$ cat config.mk
export PLATFORM = sky130hd
export DESIGN_NAME = alu_rr_arbiter_flat
export DESIGN_NICKNAME = d
export VERILOG_FILES = /design/src/rtl/alu_rr_arbiter_if.sv /design/src/rtl/alu_rr_arbiter.sv /design/src/flat_wrapper.sv
export SDC_FILE = /design/constraint.sdc
export NUM_CORES = 1
export LEC_CHECK = 0
export BUFFER_PORTS_ARGS = -buffer_cell sky130_fd_sc_hd__buf_2
export CAP_MARGIN = 0
export CORE_AREA = 2 2 168 170
export CTS_CLUSTER_DIAMETER = 50
export DETAILED_ROUTE_END_ITERATION = 8
export DIE_AREA = 0 0 170 172
export PLACE_DENSITY_LB_ADDON = 0.25
export SYNTH_ARGS = -nofsm -noshare
export SYNTH_HDL_FRONTEND = slang
export SYNTH_SLANG_ARGS = --single-unit
$ cat constraint.sdc
create_clock -name clk -period 5.74 [get_ports clk]
set_clock_uncertainty 0.1 [all_clocks]
set_input_delay 1.148 -clock clk [delete_from_list [all_inputs] [get_ports clk]]
set_output_delay 1.148 -clock clk [all_outputs]
set_load 0.005 [all_outputs]
$ cat src/rtl/alu_rr_arbiter_if.sv
//=============================================================================
// Module      : alu_rr_arbiter_if
// Description : Bundle of every bus between the ALU arbiter, its requesters,
//               the shared ALU and the response consumer.
//                 req_*    : per-requester operation handshake (packed)
//                 alu_*    : operands out to, result and flags in from the ALU
//                 rsp_*    : tagged response handshake
//                 busy     : arbiter is not idle
//               slave  = arbiter view, master = environment view.
// Revision    : 1.0 - initial release
//=============================================================================
`default_nettype none

interface alu_rr_arbiter_if #(
    parameter int N    = 32,
    parameter int NREQ = 4,
    parameter int IDW  = $clog2(NREQ)
);
    logic [NREQ-1:0]   req_valid;
    logic [NREQ-1:0]   req_ready;
    logic [NREQ*N-1:0] req_a;
    logic [NREQ*N-1:0] req_b;
    logic [NREQ*4-1:0] req_ctrl;

    logic [N-1:0]      alu_a;
    logic [N-1:0]      alu_b;
    logic [3:0]        alu_ctrl;
    logic [N-1:0]      alu_result;
    logic              alu_zero;
    logic              alu_negative;
    logic              alu_overflow;
    logic              alu_carry;

    logic              rsp_valid;
    logic              rsp_ready;
    logic [IDW-1:0]    rsp_id;
    logic [N-1:0]      rsp_result;
    logic [3:0]        rsp_flags;

    logic              busy;

    modport slave (
        input  req_valid, req_a, req_b, req_ctrl,
        input  alu_result, alu_zero, alu_negative, alu_overflow, alu_carry,
        input  rsp_ready,
        output req_ready,
        output alu_a, alu_b, alu_ctrl,
        output rsp_valid, rsp_id, rsp_result, rsp_flags,
        output busy
    );

    modport master (
        output req_valid, req_a, req_b, req_ctrl,
        output alu_result, alu_zero, alu_negative, alu_overflow, alu_carry,
        output rsp_ready,
        input  req_ready,
        input  alu_a, alu_b, alu_ctrl,
        input  rsp_valid, rsp_id, rsp_result, rsp_flags,
        input  busy
    );
endinterface

`default_nettype wire

$ cat src/rtl/alu_rr_arbiter.sv
//=============================================================================
// Module      : alu_rr_arbiter
// Description : Round-robin scheduler sharing one combinational ALU among
//               NREQ requesters. A granted operation is registered, presented
//               to the ALU for one cycle, and its result/flags are returned
//               as a tagged response (IDLE -> EXEC -> RESP).
// Ports       : clk   - system clock, rising edge
//               rst_n - asynchronous active-low reset
//               bus   - alu_rr_arbiter_if.slave (requests, ALU, response, busy)
// Revision    : 1.0 - initial release
//=============================================================================
`default_nettype none

module alu_rr_arbiter #(
    parameter int N    = 32,
    parameter int NREQ = 4,
    parameter int IDW  = $clog2(NREQ)
) (
    input  wire logic          clk,
    input  wire logic          rst_n,
    alu_rr_arbiter_if.slave    bus
);

    typedef enum logic [1:0] {
        S_IDLE = 2'd0,
        S_EXEC = 2'd1,
        S_RESP = 2'd2
    } state_t;

    state_t          r_state;
    logic [IDW-1:0]  r_last_gnt;
    logic [IDW-1:0]  r_gnt_id;
    logic [N-1:0]    r_op_a;
    logic [N-1:0]    r_op_b;
    logic [3:0]      r_op_ctrl;
    logic            r_rsp_valid;
    logic [IDW-1:0]  r_rsp_id;
    logic [N-1:0]    r_rsp_result;
    logic [3:0]      r_rsp_flags;
    logic            r_busy;

    logic            w_found;
    logic [IDW-1:0]  w_gnt;
    logic [NREQ-1:0] w_ready;

    // Search last_gnt+1, last_gnt+2, ... (wrapping) for the first valid
    // requester; the most recently served requester is checked last.
    always_comb begin
        w_found = 1'b0;
        w_gnt   = '0;
        for (int k = 1; k <= NREQ; k++) begin
            if (!w_found && bus.req_valid[IDW'((int'(r_last_gnt) + k) % NREQ)]) begin
                w_found = 1'b1;
                w_gnt   = IDW'((int'(r_last_gnt) + k) % NREQ);
            end
        end
    end

    // Ready is gated by rst_n so nothing is offered while reset is held,
    // even though the FSM already sits in IDLE.
    always_comb begin
        w_ready = '0;
        if (rst_n && (r_state == S_IDLE) && w_found) begin
            w_ready[w_gnt] = 1'b1;
        end
    end

    always_ff @(posedge clk or negedge rst_n) begin
        if (!rst_n) begin
            r_state      <= S_IDLE;
            r_last_gnt   <= IDW'(NREQ - 1);
            r_gnt_id     <= '0;
            r_op_a       <= '0;
            r_op_b       <= '0;
            r_op_ctrl    <= '0;
            r_rsp_valid  <= 1'b0;
            r_rsp_id     <= '0;
            r_rsp_result <= '0;
            r_rsp_flags  <= '0;
            r_busy       <= 1'b0;
        end else begin
            case (r_state)
                S_IDLE: begin
                    if (w_found) begin
                        r_op_a     <= bus.req_a[int'(w_gnt)*N +: N];
                        r_op_b     <= bus.req_b[int'(w_gnt)*N +: N];
                        r_op_ctrl  <= bus.req_ctrl[int'(w_gnt)*4 +: 4];
                        r_gnt_id   <= w_gnt;
                        r_last_gnt <= w_gnt;
                        r_busy     <= 1'b1;
                        r_state    <= S_EXEC;
                    end
                end
                S_EXEC: begin
                    r_rsp_result <= bus.alu_result;
                    r_rsp_flags  <= {bus.alu_zero, bus.alu_negative,
                                     bus.alu_overflow, bus.alu_carry};
                    r_rsp_id     <= r_gnt_id;
                    r_rsp_valid  <= 1'b1;
                    r_state      <= S_RESP;
                end
                S_RESP: begin
                    // No bypass to a new grant: IDLE must be re-entered first.
                    if (bus.rsp_ready) begin
                        r_rsp_valid <= 1'b0;
                        r_busy      <= 1'b0;
                        r_state     <= S_IDLE;
                    end
                end
                default: begin
                    r_rsp_valid <= 1'b0;
                    r_busy      <= 1'b0;
                    r_state     <= S_IDLE;
                end
            endcase
        end
    end

    assign bus.req_ready  = w_ready;
    assign bus.alu_a      = r_op_a;
    assign bus.alu_b      = r_op_b;
    assign bus.alu_ctrl   = r_op_ctrl;
    assign bus.rsp_valid  = r_rsp_valid;
    assign bus.rsp_id     = r_rsp_id;
    assign bus.rsp_result = r_rsp_result;
    assign bus.rsp_flags  = r_rsp_flags;
    assign bus.busy       = r_busy;

endmodule

`default_nettype wire

$ cat src/flat_wrapper.sv
// flat-port wrapper written by rule: the top's interface ports become plain ports
module alu_rr_arbiter_flat 
#(
    parameter int N    = 32,
    parameter int NREQ = 4,
    parameter int IDW  = $clog2(NREQ)
)
  (clk, rst_n, bus_req_valid, bus_req_a, bus_req_b, bus_req_ctrl, bus_alu_result, bus_alu_zero, bus_alu_negative, bus_alu_overflow, bus_alu_carry, bus_rsp_ready, bus_req_ready, bus_alu_a, bus_alu_b, bus_alu_ctrl, bus_rsp_valid, bus_rsp_id, bus_rsp_result, bus_rsp_flags, bus_busy);
  alu_rr_arbiter_if #(.N(N), .NREQ(NREQ), .IDW(IDW)) bus_i ();
  input  wire logic clk;
  input  wire logic rst_n;
  input wire logic [$bits(bus_i.req_valid)-1:0] bus_req_valid;
  input wire logic [$bits(bus_i.req_a)-1:0] bus_req_a;
  input wire logic [$bits(bus_i.req_b)-1:0] bus_req_b;
  input wire logic [$bits(bus_i.req_ctrl)-1:0] bus_req_ctrl;
  input wire logic [$bits(bus_i.alu_result)-1:0] bus_alu_result;
  input wire logic [$bits(bus_i.alu_zero)-1:0] bus_alu_zero;
  input wire logic [$bits(bus_i.alu_negative)-1:0] bus_alu_negative;
  input wire logic [$bits(bus_i.alu_overflow)-1:0] bus_alu_overflow;
  input wire logic [$bits(bus_i.alu_carry)-1:0] bus_alu_carry;
  input wire logic [$bits(bus_i.rsp_ready)-1:0] bus_rsp_ready;
  output wire logic [$bits(bus_i.req_ready)-1:0] bus_req_ready;
  output wire logic [$bits(bus_i.alu_a)-1:0] bus_alu_a;
  output wire logic [$bits(bus_i.alu_b)-1:0] bus_alu_b;
  output wire logic [$bits(bus_i.alu_ctrl)-1:0] bus_alu_ctrl;
  output wire logic [$bits(bus_i.rsp_valid)-1:0] bus_rsp_valid;
  output wire logic [$bits(bus_i.rsp_id)-1:0] bus_rsp_id;
  output wire logic [$bits(bus_i.rsp_result)-1:0] bus_rsp_result;
  output wire logic [$bits(bus_i.rsp_flags)-1:0] bus_rsp_flags;
  output wire logic [$bits(bus_i.busy)-1:0] bus_busy;
  assign bus_i.req_valid = bus_req_valid;
  assign bus_i.req_a = bus_req_a;
  assign bus_i.req_b = bus_req_b;
  assign bus_i.req_ctrl = bus_req_ctrl;
  assign bus_i.alu_result = bus_alu_result;
  assign bus_i.alu_zero = bus_alu_zero;
  assign bus_i.alu_negative = bus_alu_negative;
  assign bus_i.alu_overflow = bus_alu_overflow;
  assign bus_i.alu_carry = bus_alu_carry;
  assign bus_i.rsp_ready = bus_rsp_ready;
  assign bus_req_ready = bus_i.req_ready;
  assign bus_alu_a = bus_i.alu_a;
  assign bus_alu_b = bus_i.alu_b;
  assign bus_alu_ctrl = bus_i.alu_ctrl;
  assign bus_rsp_valid = bus_i.rsp_valid;
  assign bus_rsp_id = bus_i.rsp_id;
  assign bus_rsp_result = bus_i.rsp_result;
  assign bus_rsp_flags = bus_i.rsp_flags;
  assign bus_busy = bus_i.busy;
  alu_rr_arbiter #(.N(N), .NREQ(NREQ), .IDW(IDW)) u_core (.clk(clk), .rst_n(rst_n), .bus(bus_i));
endmodule
**After elaboration in Yosys (flattened, before gate mapping)**

Cells that the tools add are included.

- Shift-type cells: 3
- Eq/ne operators: 4
- $lt $le $gt $ge: 6
- Reduce and logical (&&, ||, !) cells: 14
- Multiplexer cells: 30
- $add $sub $neg: 4
- Bitwise logic cells: 2

Operators by type and width:

| operator | number |
|---|---|
| indexed part select 128 x 8 -> 32 bit | 2 |
| less-than comparator 2 x 4 -> 1 bit (second input constant) | 4 |
| indexed part select 16 x 5 -> 4 bit | 1 |
| 2-to-1 mux 1 bit | 15 |
| 2-to-1 mux 2 bit | 6 |
| binary-select mux 1 bit (select 2 bit) | 4 |
| logical AND 1 bit | 6 |
| case mux 1 bit (3 select lines) | 2 |
| case mux 2 bit (3 select lines) | 1 |
| AND reduction 2 bit | 3 |
| adder 2 x 1 -> 2 bit (second input constant) | 2 |
| adder 2 bit (second input constant) | 2 |
| 2-to-1 mux 4 bit | 1 |
| zero test 1 bit | 3 |
| less-than comparator 2 x 3 -> 1 bit (second input constant) | 1 |
| AND reduction 3 bit | 1 |
| demux 1 bit (select 2 bit) | 1 |
| == test 2 x 1 -> 1 bit (second input constant) | 1 |
| == test 2 bit (second input constant) | 1 |
| >= comparator 2 x 1 -> 1 bit (second input constant) | 1 |
| zero test 2 bit | 1 |
| inequality test 2 x 1 -> 1 bit (second input constant) | 1 |
| inequality test 2 bit (second input constant) | 1 |
| NOT 1 bit | 2 |

- Bits in registers: 114
- Logic and storage cells: 74

**Longest topological paths before layout**

- Depth after elaboration: 19
- Mapped depth: 9
- Mapped depth without buffers: 5

**Worst setup path before layout**

No wires, ideal clock.

- Kind: input -> output
- Start: input bus_req_valid[0]
- End: output bus_req_ready[3]
- Stages on the path: 5
- Setup slack: 2.262 ns
- Arrival: 2.230 ns
- Path buffers: 2
- Cell sequence: buf_6 > or2_1 > a21oi_1 > buf_2 > o2111a_1

- Word-level cells in the longest chain between the ends: 18
- Elaborated cells between the ends (all ways): 33
- Those cells by class: order compare (2); mux (23); reduce/logical (8)

Ends and longest elaborated chain:

| element | RTL line | source |
|---|---|---|
| start: declaration | flat_wrapper.sv:12 | `input wire logic [$bits(bus_i.req_valid)-1:0] bus_req_valid;` |
| binary-select mux 1 bit (select 2 bit) | alu_rr_arbiter.sv:52 | `if (!w_found && bus.req_valid[IDW'((int'(r_last_gnt) + k) % NREQ)]) begin` |
| 2-to-1 mux 1 bit (not written as such) (2 in series) | alu_rr_arbiter.sv:52 |  |
| 2-to-1 mux 1 bit | alu_rr_arbiter.sv:52 |  |
| zero test 1 bit | alu_rr_arbiter.sv:52 |  |
| logical AND 1 bit | alu_rr_arbiter.sv:52 |  |
| 2-to-1 mux 1 bit | alu_rr_arbiter.sv:52 |  |
| zero test 1 bit | alu_rr_arbiter.sv:52 |  |
| logical AND 1 bit | alu_rr_arbiter.sv:52 |  |
| 2-to-1 mux 1 bit | alu_rr_arbiter.sv:52 |  |
| zero test 1 bit | alu_rr_arbiter.sv:52 |  |
| logical AND 1 bit | alu_rr_arbiter.sv:52 |  |
| 2-to-1 mux 2 bit | alu_rr_arbiter.sv:52 |  |
| less-than comparator 2 x 3 -> 1 bit (not written as such) or >= comparator 2 x 1 -> 1 bit (tied branches) | alu_rr_arbiter.sv:64 | `w_ready[w_gnt] = 1'b1;` |
| logical AND 1 bit (not written as such) | alu_rr_arbiter.sv:64 |  |
| 2-to-1 mux 1 bit (not written as such) | alu_rr_arbiter.sv:64 |  |
| demux 1 bit (select 2 bit) | - |  |
| 2-to-1 mux 4 bit (*) | alu_rr_arbiter.sv:63 | `if (rst_n && (r_state == S_IDLE) && w_found) begin` |
| end: declaration | flat_wrapper.sv:22 | `output wire logic [$bits(bus_i.req_ready)-1:0] bus_req_ready;` |

Every way passes the cells marked *; elsewhere a longest branch is shown, timed or not. The select of a mux whose other input is x is not followed.

**Final worst setup path**

- Start: input bus_req_valid[3]
- End: output bus_req_ready[2]

Same word-level chain as after synthesis.

==> impl_metrics.py <==
metrics = {
    "clock_network": {
        "cts_made_buffers": 17,
        "clock_sinks": 114,
        "root_buffer": "clkbuf_16",
        "clk_latency_ns": 0.41,
        "cts_setup_buffers": 0,
        "cts.clk_slew.worst_paths_ns": 0.06,
        "clk_path_buf_depth": 2,
        "hold_buffers": 0,
        "htreeDepth": 4,
        "cts_tree": "done",
        "postCtsResizedCells": 0,
    },
    "worst_setup_path": {
        "path_class": "in -> out",
        "worst_ep_required_time_ns": 4.49,
        "start_kind": "input pin",
        "path_max_fanout": 57,
        "worst_setup_path_end_kind": "output pin",
        "arrival_ns": 3.22,
    },
    "routing": {
        "wire_per_inst_um": 17.5,
        "dr.pass1.iters": 4,
        "totalWireLength_um": 24300,
        "vias": 6661,
        "route.detailed.drc": 0,
        "drt.antenna.violating_nets": 0,
        "viasPerCell": 4.79,
        "drt_iter0_markers": 302,
    },
    "die": {
        "core-area_mm2": 0.0275,
        "core.rowCount": 61,
        "num_io_pins": 427,
        "dieWidth_um": 170,
        "die_y_um": 172,
        "initial_utilization": 0.232,
        "die_area_mm2": 0.0292,
    },
    "final_layout": {
        "fin_util": 0.342,
        "diodes": 0,
        "final_net_count": 1346,
        "syn_to_final_growth_pct": 47.6,
        "final_cell_area_mm2": 0.00941,
        "fill_cells": 2907,
        "drive_above_1_share": 0.497,
    },
    "synth": {
        "synth_edf_count": 0,
        "ys_ff_latch": 114,
        "ys.flop_type": "dfrtp_1",
        "async_flop_share": 1.00,
        "synthTopCellsByArea": "dfrtp_1 (44%), mux2i_1 (11%), a221oi_1 (7.4%)",
        "syn_avg_cell_area_um2": 10.1,
        "synth_top_area_frac": 0.440,
        "synthCells": 631,
        "yosys.area.top_type": "dfrtp_1",
        "synth_most_common_cell": "dfrtp_1",
        "yosysSeqAreaShare": 0.448,
        "yosysUniqueCellTypes": 38,
        "synth_area_mm2": 0.00637,
        "yosys-top-cells-count": "dfrtp_1 (112), o21ai_0 (80), mux2i_1 (69)",
        "synthesis.nets": 946,
        "ys_warn_count": 0,
    },
    "placement": {
        "hpwlAfterDp_um": 17600,
        "portBuffers": 426,
        "gp_congestion": 0.775,
        "placed_area_mm2": 0.00880,
    },
    "sta": {
        "period_share": 0.778,
        "drv_slew": 0,
        "worst_hold_slack_ns": 0.378,
        "relSlewSlack": 0.253,
        "rsz0062_at_grt": "false",
        "tightest_slew_ns": 1.12,
        "setup_tns_ns": 0,
        "fmax_ghz": 0.224,
        "layout_min_cycle_time_ns": 4.47,
        "hold_viol_final": 0,
        "setup_viol": 0,
    },
    "pwr": {
        "ir_worst_vdd_mv": 0.172,
        "power_density_mw_per_mm2": 537,
        "p_leak_nw": 4.68,
    },
    "status": {
        "outcome": "completed",
    },
    "global_route": {
        "grt_antenna_before_repair": 0,
        "grt_overflow": 0,
        "grtUsageMet3": 0.0330,
        "grtUsageMet2": 0.284,
        "grt_pass1_wl_um": 36000,
        "grt_max_degree": 87,
        "grt_pass1_vias": 6350,
        "grtUsageMet1": 0.195,
        "top_usage_layer": "met2",
        "grt_util_all_layers": 0.160,
    },
    "job": {
        "cap_violations": 0,
    },
    "worst_hold_path": {
        "hold_path_class": "reg -> reg",
    },
}
[layout by cell type, fill, tap and decap left out, types with 2 or more instances in the layout]
| cell type | n |
|---|---|
| buf_2 | 425 |
| dfrtp_1 | 112 |
| o21ai_0 | 80 |
| mux2i_1 | 69 |
| nor2_1 | 60 |
| o22ai_1 | 55 |
| a221oi_1 | 54 |
| mux2_2 | 38 |
| nand2_1 | 19 |
| clkbuf_16 | 17 |
| nand2b_1 | 16 |
| o211a_1 | 15 |
| a21o_1 | 15 |
| buf_4 | 12 |
| o21ai_1 | 8 |
| a21oi_1 | 7 |
| clkinv_4 | 4 |
| and3_1 | 3 |
| clkinvlp_4 | 3 |
| clkinv_2 | 2 |
| inv_1 | 2 |
| clkbuf_8 | 2 |
| inv_6 | 2 |
| bufinv_16 | 2 |
| dfstp_2 | 2 |
[kinds of logic after synthesis]
kind of cell,share of synthesized area
AND/OR/NAND/NOR,0.0730
buffers and inverters,0.0446
multiplexers,0.175
AO/OA/AOI/OAI,0.259
flip-flops,0.448
[critical path, cell delays in order]
cell	delay, ns
buf_2	0.24
nor4_1	0.48
or3_4	0.22
clkinv_2	0.55
and3_1	0.46
buf_2	0.12
[flip-flops by register name, summed over array words and instances (netlist names)]
signal / flops
u_core.bus.alu_a: 32
u_core.bus.alu_b: 32
u_core.bus.rsp_result: 32
u_core.bus.alu_ctrl: 4
u_core.bus.rsp_flags: 4
u_core.bus.rsp_id: 2
u_core.r_gnt_id: 2
u_core.r_last_gnt: 2
u_core.r_state: 2
u_core.bus.busy: 1
u_core.bus.rsp_valid: 1
[metrics by stage]
step,total power (W),instances,setup slack (ns)
floorplan,0.00305,631,2.26
global placement,0.00397,1358,1.33
detailed placement,0.00401,1358,1.23
CTS,0.00513,1390,1.22
global route,0.00550,1390,1.03
finish,0.00505,1390,1.27
[routing by layer]
layer / routed length (um) / up-vias
li1: - / 3214
met1: 10100 / 3147
met2: 12300 / 279
met3: 1520 / 21
met4: 341 / 0
met5: 0 / -
[layout make-up]
cell class	count	area [um^2]	share of cell area
inverters	3	12.5	0.00133
clock inverters	13	151	0.0161
flip-flops and latches	114	2860	0.303
repair buffers	438	2240	0.238
clock buffers	19	453	0.0481
multi-input cells	457	3270	0.347
well taps	346	433	0.0460
[where the power goes]
group / switching [W] / internal [W] / total (W)
clock network: 0.000424 / 0.000670 / 0.00109
logic: 0.00134 / 0.00114 / 0.00247
registers: 0.000256 / 0.00123 / 0.00148
total: 0.00202 / 0.00303 / 0.00505
[path summary, 6_finish.rpt]
check / to / cells past startpoint / slack, ns / start
min: u_core.r_gnt_id[1]$_DFFE_PN0P_ / 2 / 0.38 / u_core.r_gnt_id[1]$_DFFE_PN0P_
max reg2reg: u_core.bus.alu_a[31]$_DFFE_PN0P_ / 6 / 3.10 / u_core.r_last_gnt[1]$_DFFE_PN1P_
min reg2reg: u_core.r_gnt_id[1]$_DFFE_PN0P_ / 2 / 0.38 / u_core.r_gnt_id[1]$_DFFE_PN0P_
max in group asynchronous: u_core.bus.alu_a[7]$_DFFE_PN0P_ / 2 / 3.73 / rst_n
min in group asynchronous: u_core.bus.alu_b[1]$_DFFE_PN0P_ / 1 / 0.69 / rst_n
max: bus_req_ready[2] / 6 / 1.27 / bus_req_valid[3]
No activity file was read; power rests on OpenSTA's default activity.
